--- config.mk ---
export PLATFORM = sky130hd
export DESIGN_NAME = main_ctrl_fsm
export DESIGN_NICKNAME = d
export VERILOG_FILES = /design/src/rtl/mips_ctrl_pkg.sv /design/src/rtl/alu_dec.sv /design/src/rtl/main_ctrl_fsm.sv
export SDC_FILE = /design/constraint.sdc
export NUM_CORES = 1
export LEC_CHECK = 0
export ABC_AREA = 1
export ABC_CLOCK_PERIOD_IN_PS = 2460
export CORE_UTILIZATION = 40
export CTS_CLUSTER_DIAMETER = 100
export DETAILED_ROUTE_END_ITERATION = 8
export PLACE_DENSITY_LB_ADDON = 0.05
export SYNTH_ARGS = -nofsm -noshare
export SYNTH_HDL_FRONTEND = slang
export SYNTH_HIERARCHICAL = 1
export SYNTH_SLANG_ARGS = --single-unit
export TNS_END_PERCENT = 100
--- constraint.sdc ---
create_clock -name clk -period 2.46 [get_ports clk]
set_input_delay 0.492 -clock clk [delete_from_list [all_inputs] [get_ports clk]]
set_output_delay 0.492 -clock clk [all_outputs]
set_load 0.02 [all_outputs]
--- src/rtl/mips_ctrl_pkg.sv ---
// Shared encodings for the multicycle MIPS control path: FSM states,
// instruction opcodes, ALU-op classes and R-type function codes.
package mips_ctrl_pkg;

    typedef enum logic [3:0] {
        S_FETCH   = 4'd0,
        S_DECODE  = 4'd1,
        S_MEMADR  = 4'd2,
        S_MEMRD   = 4'd3,
        S_MEMWB   = 4'd4,
        S_MEMWR   = 4'd5,
        S_RTYPEEX = 4'd6,
        S_RTYPEWB = 4'd7,
        S_BEQEX   = 4'd8,
        S_ADDIEX  = 4'd9,
        S_ADDIWB  = 4'd10,
        S_JEX     = 4'd11,
        S_HALT    = 4'd12
    } state_t;

    localparam logic [5:0] OP_RTYPE = 6'b000000;
    localparam logic [5:0] OP_LW    = 6'b100011;
    localparam logic [5:0] OP_SW    = 6'b101011;
    localparam logic [5:0] OP_BEQ   = 6'b000100;
    localparam logic [5:0] OP_ADDI  = 6'b001000;
    localparam logic [5:0] OP_J     = 6'b000010;

    localparam logic [1:0] ALUOP_ADD   = 2'b00;
    localparam logic [1:0] ALUOP_SUB   = 2'b01;
    localparam logic [1:0] ALUOP_FUNCT = 2'b10;

    localparam logic [5:0] FN_ADD = 6'b100000;
    localparam logic [5:0] FN_SUB = 6'b100010;
    localparam logic [5:0] FN_AND = 6'b100100;
    localparam logic [5:0] FN_OR  = 6'b100101;
    localparam logic [5:0] FN_SLT = 6'b101010;

endpackage

--- src/rtl/alu_dec.sv ---
// Combinational ALU decode: ALU-op class plus R-type funct -> 3-bit ALU control.
module alu_dec
    import mips_ctrl_pkg::*;
(
    input  logic [1:0] aluop,
    input  logic [5:0] funct,
    output logic [2:0] alucontrol
);

    always_comb begin
        alucontrol = 3'b010;
        case (aluop)
            ALUOP_ADD: alucontrol = 3'b010;
            ALUOP_SUB: alucontrol = 3'b110;
            ALUOP_FUNCT: begin
                case (funct)
                    FN_ADD:  alucontrol = 3'b010;
                    FN_SUB:  alucontrol = 3'b110;
                    FN_AND:  alucontrol = 3'b000;
                    FN_OR:   alucontrol = 3'b001;
                    FN_SLT:  alucontrol = 3'b111;
                    default: alucontrol = 3'b010;
                endcase
            end
            default: alucontrol = 3'b010;
        endcase
    end

endmodule

--- src/rtl/main_ctrl_fsm.sv ---
// Multicycle MIPS main controller: Moore FSM sequencing fetch, decode,
// execute, memory and writeback, plus datapath enables and selects.
module main_ctrl_fsm
    import mips_ctrl_pkg::*;
#(
    parameter bit HALT_ON_ILLEGAL = 1'b0
) (
    input  logic       clk,
    input  logic       reset,
    input  logic [5:0] op,
    input  logic [5:0] funct,
    input  logic       zero,
    input  logic       mem_ready,
    output logic       mem_req,
    output logic       pcen,
    output logic       irwrite,
    output logic       regwrite,
    output logic       memwrite,
    output logic       iord,
    output logic       memtoreg,
    output logic       regdst,
    output logic       alusrca,
    output logic [1:0] alusrcb,
    output logic [1:0] pcsrc,
    output logic [2:0] alucontrol,
    output logic [3:0] state
);

    state_t     state_q, state_d;
    logic       pcwrite, branch, irwrite_s, regwrite_s, memwrite_s, mem_req_s;
    logic [1:0] aluop;

    always_ff @(posedge clk or posedge reset) begin
        if (reset) state_q <= S_FETCH;
        else       state_q <= state_d;
    end

    always_comb begin
        state_d = state_q;
        case (state_q)
            S_FETCH:  if (mem_ready) state_d = S_DECODE;
            S_DECODE: begin
                case (op)
                    OP_LW, OP_SW: state_d = S_MEMADR;
                    OP_RTYPE:     state_d = S_RTYPEEX;
                    OP_BEQ:       state_d = S_BEQEX;
                    OP_ADDI:      state_d = S_ADDIEX;
                    OP_J:         state_d = S_JEX;
                    default:      state_d = HALT_ON_ILLEGAL ? S_HALT : S_FETCH;
                endcase
            end
            // op is expected stable from the IR; anything else falls back to fetch
            S_MEMADR: begin
                if (op == OP_LW)      state_d = S_MEMRD;
                else if (op == OP_SW) state_d = S_MEMWR;
                else                  state_d = S_FETCH;
            end
            S_MEMRD:   if (mem_ready) state_d = S_MEMWB;
            S_MEMWR:   if (mem_ready) state_d = S_FETCH;
            S_RTYPEEX: state_d = S_RTYPEWB;
            S_ADDIEX:  state_d = S_ADDIWB;
            S_HALT:    state_d = S_HALT;
            default:   state_d = S_FETCH;
        endcase
    end

    always_comb begin
        pcwrite    = 1'b0;
        branch     = 1'b0;
        irwrite_s  = 1'b0;
        regwrite_s = 1'b0;
        memwrite_s = 1'b0;
        mem_req_s  = 1'b0;
        iord       = 1'b0;
        memtoreg   = 1'b0;
        regdst     = 1'b0;
        alusrca    = 1'b0;
        alusrcb    = 2'b00;
        pcsrc      = 2'b00;
        aluop      = ALUOP_ADD;
        case (state_q)
            S_FETCH: begin
                mem_req_s = 1'b1;
                alusrcb   = 2'b01;
                irwrite_s = mem_ready;
                pcwrite   = mem_ready;
            end
            S_DECODE: alusrcb = 2'b11;
            S_MEMADR: begin
                alusrca = 1'b1;
                alusrcb = 2'b10;
            end
            S_MEMRD: begin
                iord      = 1'b1;
                mem_req_s = 1'b1;
            end
            S_MEMWB: begin
                memtoreg   = 1'b1;
                regwrite_s = 1'b1;
            end
            S_MEMWR: begin
                iord       = 1'b1;
                mem_req_s  = 1'b1;
                memwrite_s = 1'b1;
            end
            S_RTYPEEX: begin
                alusrca = 1'b1;
                aluop   = ALUOP_FUNCT;
            end
            S_RTYPEWB: begin
                regdst     = 1'b1;
                regwrite_s = 1'b1;
            end
            S_ADDIEX: begin
                alusrca = 1'b1;
                alusrcb = 2'b10;
            end
            S_ADDIWB: regwrite_s = 1'b1;
            S_BEQEX: begin
                alusrca = 1'b1;
                aluop   = ALUOP_SUB;
                pcsrc   = 2'b01;
                branch  = 1'b1;
            end
            S_JEX: begin
                pcsrc   = 2'b10;
                pcwrite = 1'b1;
            end
            default: ;
        endcase
    end

    alu_dec u_alu_dec (
        .aluop      (aluop),
        .funct      (funct),
        .alucontrol (alucontrol)
    );

    // Reset gates the side-effecting strobes directly so FETCH's request
    // never leaks out while reset is held, regardless of clk or mem_ready.
    assign pcen     = ~reset & (pcwrite | (branch & zero));
    assign irwrite  = ~reset & irwrite_s;
    assign regwrite = ~reset & regwrite_s;
    assign memwrite = ~reset & memwrite_s;
    assign mem_req  = ~reset & mem_req_s;
    assign state    = state_q;

endmodule
Word-level counts from Yosys, hierarchy flattened
Index checks and enable logic that the tools add are counted.
{ "op_classes": {"n_eq_ne": 26, "muxes": 22, "n_bitwise": 8, "n_reduce_logical": 9} }
{ "op_table": {"columns": ["op", "n"], "rows": [
  ["== test 6 bit, second input constant", 6],
  ["one-hot mux 4 bit (8 select lines)", 1],
  ["== test 4 bit, second input constant", 5],
  ["one-hot mux 4 bit (5 select lines)", 1],
  ["== test 4 x 3 -> 1 bit, second input constant", 4],
  ["two-way mux 4 bit", 3],
  ["one-hot mux 3 bit (4 select lines)", 1],
  ["two-way mux 1 bit", 9],
  ["== test 4 x 2 -> 1 bit, second input constant", 2],
  ["one-hot mux 2 bit (2 select lines)", 2],
  ["AND 1 bit", 6],
  ["== test 6 x 2 -> 1 bit, second input constant", 1],
  ["== test 6 x 3 -> 1 bit, second input constant", 1],
  ["== test 6 x 4 -> 1 bit, second input constant", 1],
  ["zero test 6 bit", 1],
  ["two-way mux 3 bit", 2],
  ["inequality test 2 bit, second input constant", 3],
  ["one-hot mux 2 bit (3 select lines)", 1],
  ["one-hot mux 3 bit (2 select lines)", 1],
  ["OR reduction 2 bit", 3],
  ["OR reduction 3 bit", 2],
  ["== test 4 x 1 -> 1 bit, second input constant", 1],
  ["zero test 4 bit", 1],
  ["OR reduction 4 bit", 1],
  ["other kinds (6)", 6]
]} }
{ "totals": {"register_bits": 4, "input_bits": 16, "wordCells": 66} }

Logic depth before layout (Yosys ltp)
{ "logic_depth": {"depth_word": 5, "mapped_depth": 12} }

Modules after synthesis
The synthesis kept the hierarchy.
{ "modules_own_cells": {"columns": ["mod", "instances", "cells_per_inst", "area_each_um2"], "rows": [
  ["main_ctrl_fsm", 1, 105, 550.5],
  ["alu_dec", 1, 37, 173.9]
]} }

Worst setup path after synthesis
Ideal clock, no wire load.
{ "synth_timing": {"kind": "reg2out", "startpoint": "register state_q[3] (netlist: state[3])", "endpoint": "output port alucontrol[0]", "arrival_ns": 1.849, "required_ns": 1.968, "setup_slack_ns": 0.119, "stages_incl_launch_ff": 9, "cell_sequence": "dfrtp_1 > inv_2 > nor2_2 > inv_2 > nor2_4 > inv_1 > ha_1 > or2_1 > a21oi_1"} }
{ "synth_via": {"elab_chain_len": 4, "word_cells_on_any_way": 6, "cone_classes": "4 x eq/ne; 2 x mux"} }
{ "synth_rtl": {"columns": ["item", "line_no", "source"], "rows": [
  ["start: declaration", "main_ctrl_fsm.sv:29", "state_t state_q, state_d;"],
  ["start signal: assignment", "main_ctrl_fsm.sv:35", "else state_q <= state_d;"],
  ["== test 4 bit or == test 4 x 3 -> 1 bit (tied branches)", "main_ctrl_fsm.sv:81", "case (state_q)"],
  ["one-hot mux 2 bit (2 select lines) (*)", "main_ctrl_fsm.sv:81", null],
  ["net aluop[0]", "main_ctrl_fsm.sv:31", "logic [1:0] aluop;"],
  ["== test 2 bit or == test 2 x 1 -> 1 bit (tied branches)", "alu_dec.sv:12", "case (aluop)"],
  ["one-hot mux 3 bit (2 select lines) (*)", "alu_dec.sv:12", null],
  ["end: declaration", "main_ctrl_fsm.sv:25", "output logic [2:0] alucontrol,"]
]} }
The timed path passes the listed nets; every way through them passes the cells marked *.

Worst setup path after layout
{ "layout_timing": {"startpoint": "register state_q[3] (netlist: state[3])", "endpoint": "output port mem_req"} }
{ "layout_via": {"elab_chain_len": 4, "word_cells_on_any_way": 6, "cone_classes": "2 x eq/ne; 1 x mux; 1 x bitwise; 2 x reduce/logical"} }
{ "layout_rtl": {"columns": ["item", "line_no", "source"], "rows": [
  ["== test 4 x 3 -> 1 bit (tied with other cells)", "main_ctrl_fsm.sv:81", null],
  ["OR reduction 3 bit (no line) (*)", null, null],
  ["two-way mux 1 bit (*)", "main_ctrl_fsm.sv:81", null],
  ["AND 1 bit (*)", "main_ctrl_fsm.sv:145", "assign mem_req = ~reset & mem_req_s;"],
  ["end: declaration", "main_ctrl_fsm.sv:14", "output logic mem_req,"]
]} }
Every way passes the cells marked *; elsewhere a longest branch is shown, timed or not.

==> flow_summary.ini <==
[timing]
fin_ws_ns = 0.103
holdWs_ns = 0.670
rsz0062_at_grt = false
fin_crit_sh = 0.958
fin_skew_ns = 0.00489
maxSlewHeadroom = 0.842
worstMarginPinSlew_ns = 0.237
min_period_ns = 2.36
setup_violations = 0
slew_viol_final = 0
final_hold_viol_count = 0
max_freq_ghz = 0.424

[synthesis]
postSynth.asyncResetShare = 1.00
yosys_warnings = 6
yosysMostFrequentCell = nand2_1
synth_top_cells_by_area = nand2_1 21%, nor2_1 15%, dfrtp_1 14%, inv_1 13%, nand3_1 8.3%
ys.flop_type = dfrtp_1
synth_commonest_cells = 40 x nand2_1, 29 x nor2_1, 26 x inv_1
netlist_area_um2 = 724
synth_edf_count = 0
synthCells = 142
synth_top_area_share = 0.207
synth_nets = 160
synth_top_area_cell = nand2_1
synth_area_per_cell_um2 = 5.10
synth_cell_type_count = 20
ys_ff_latch = 4
seq_area_frac_synth = 0.138

[clock_network]
postCtsSetupBuffers = 0
cts_hold_buf = 0
clock_path_buffers = 2
cts_resized = 3
tritoncts = built
cts_buffers = 3
insertion_delay_ns = 0.23
cts_sinks = 4
root_buffer = clkbuf_4
path_clk_slew_ns = 0.04
htree_num_levels = 1

[run_status]
status = finished, final reports clean

[critical_path]
worstSetupPathType = reg -> out
cp_cell_sequence = inv_2, buf_4, nand2_2, buf_4, inv_2, nand2_2, nand3_2, nand2_1, inv_1, clkdlybuf4s50_1
max_stage_delay_ns = 0.59
setup.worst_path.end_class = output pin
worst_setup_path_start_kind = flop
required_ns = 1.97
crit_fanout = 4
cp.arrival_ns = 1.87
slowest_stage = clkdlybuf4s50_1

[pwr]
swShare = 0.460
ir_drop_v = 0.000480
p_int_uw = 346
clock_power_share = 0.122
power_frac_comb = 0.739
powerDensity_mw_per_mm2 = 527
cellLeakagePower_nw = 0.678
switching_power_uw = 295
total_power_uw = 640
seqPwrFrac = 0.139

[route]
drc_errors = 0
vias = 1004
drtIter0Drc = 18
avgRoutedWirePerCell_um = 10.0
dr.pass1.iters = 4
final_antenna_net_count = 0
viasPerCell = 4.63
routed_wl_mm = 2.17

[min_path]
hp-class = in -> async

[final_layout]
fillCellCount = 166
antenna_cells = 0
area_delta_synth_final_pct = 67.7
finalNonFillerCells = 217
layout.nets = 212
multi_input_area_um2 = 507
regArea_um2 = 100
largest_reg_flops = 4
drive_above_1_share = 0.182

[floorplan]
die_w_um = 44.6
die_area_mm2 = 0.00199
pin_count = 36
fp-row-count = 15
start_util = 0.424
fp.coreArea_mm2 = 0.00171
die-height_um = 44.6

[placed_design]
dp_hpwl_mm = 1.84
gp_congestion = 0.872
dp_cells = 214
port_buffers = 35
dp_slack_ns = -0.115

[global_route]
track_usage = 0.231
grt_max_degree = 7
met1_usage = 0.258
antenna_found_initial = 0
grt_pass1_wl_mm = 3.43
grt.overflow.total = 0
grt_pass1_vias = 891
met3_usage = 0.0367
use_met2 = 0.447
grt-busiest-layer = met2

[flow_run]
maxCapViolations = 0
-- worst max-delay path, delay by kind of cell (launching register included) --
| kind | cells | cell delay (ns) |
|---|---|---|
| flops | 1 | 0.38 |
| buf+inv | 6 | 1.03 |
| simple gates | 4 | 0.23 |
-- through the flow --
stage	TNS (ns)	utilization	instance area [um^2]
final	0	0.711	1210
after global routing	0	0.711	1210
after CTS	0	0.711	1210
after detailed placement	-0.277	0.700	1200
after global placement	-0.0944	0.700	1200
after floorplan	0	-	724
-- cells in the final DEF (no fill, tap or decap), types with 3 or more instances in the layout --
cell              n
clkbuf_4          3
nor2_1           28
nand3_1          12
clkdlybuf4s50_1  30
dfrtp_1           4
nand2_1          40
buf_4            13
nor2_2            6
inv_2             4
a21oi_1           3
inv_1            26
nand2_2           3
-- layout make-up --
cell class	count	share of cell area
multi-input combinational	107	0.417
clock buffer	3	0.0185
inverter	30	0.0927
timing repair buffer	48	0.364
sequential	4	0.0824
tap	25	0.0257
-- power groups by stage --
stage | Sequential (mW) | Combinational (mW) | Clock, mW
2_1_floorplan | 0.115 | 0.221 | 0
3_3_place_gp | 0.0892 | 0.468 | 0
3_5_place_dp | 0.0898 | 0.470 | 0
4_1_cts | 0.0889 | 0.473 | 0.0820
5_1_grt | 0.0912 | 0.517 | 0.0836
6_report | 0.0888 | 0.473 | 0.0784
-- kinds of logic (layout without fill, tap and decap cells) --
| logic type | count (synthesis) | in the layout | synth area share |
|---|---|---|---|
| buf+inv | 31 | 81 | 0.166 |
| flops | 4 | 4 | 0.138 |
| simple gates | 97 | 97 | 0.601 |
| fa+ha+maj | 2 | 2 | 0.0345 |
| compound gates | 8 | 8 | 0.0604 |
-- per-layer routing --
metal,vias to the layer above,wire [um]
met5,-,0
met4,0,0
met3,0,111
met2,28,1120
met1,445,937
li1,531,-
-- worst paths after layout --
check,cells past startpoint,slack (ns),start,to
max,10,0.10,state[3]$_DFFE_PP0P_,mem_req
min,3,0.67,reset,state[2]$_DFFE_PP0P_
max reg2reg,9,1.17,state[0]$_DFFE_PP0P_,state[2]$_DFFE_PP0P_
min reg2reg,4,0.77,state[2]$_DFFE_PP0P_,state[3]$_DFFE_PP0P_
max in group asynchronous,3,1.69,reset,state[1]$_DFFE_PP0P_
min in group clk,4,0.77,state[2]$_DFFE_PP0P_,state[3]$_DFFE_PP0P_
No activity file was read; power rests on OpenSTA's default activity.
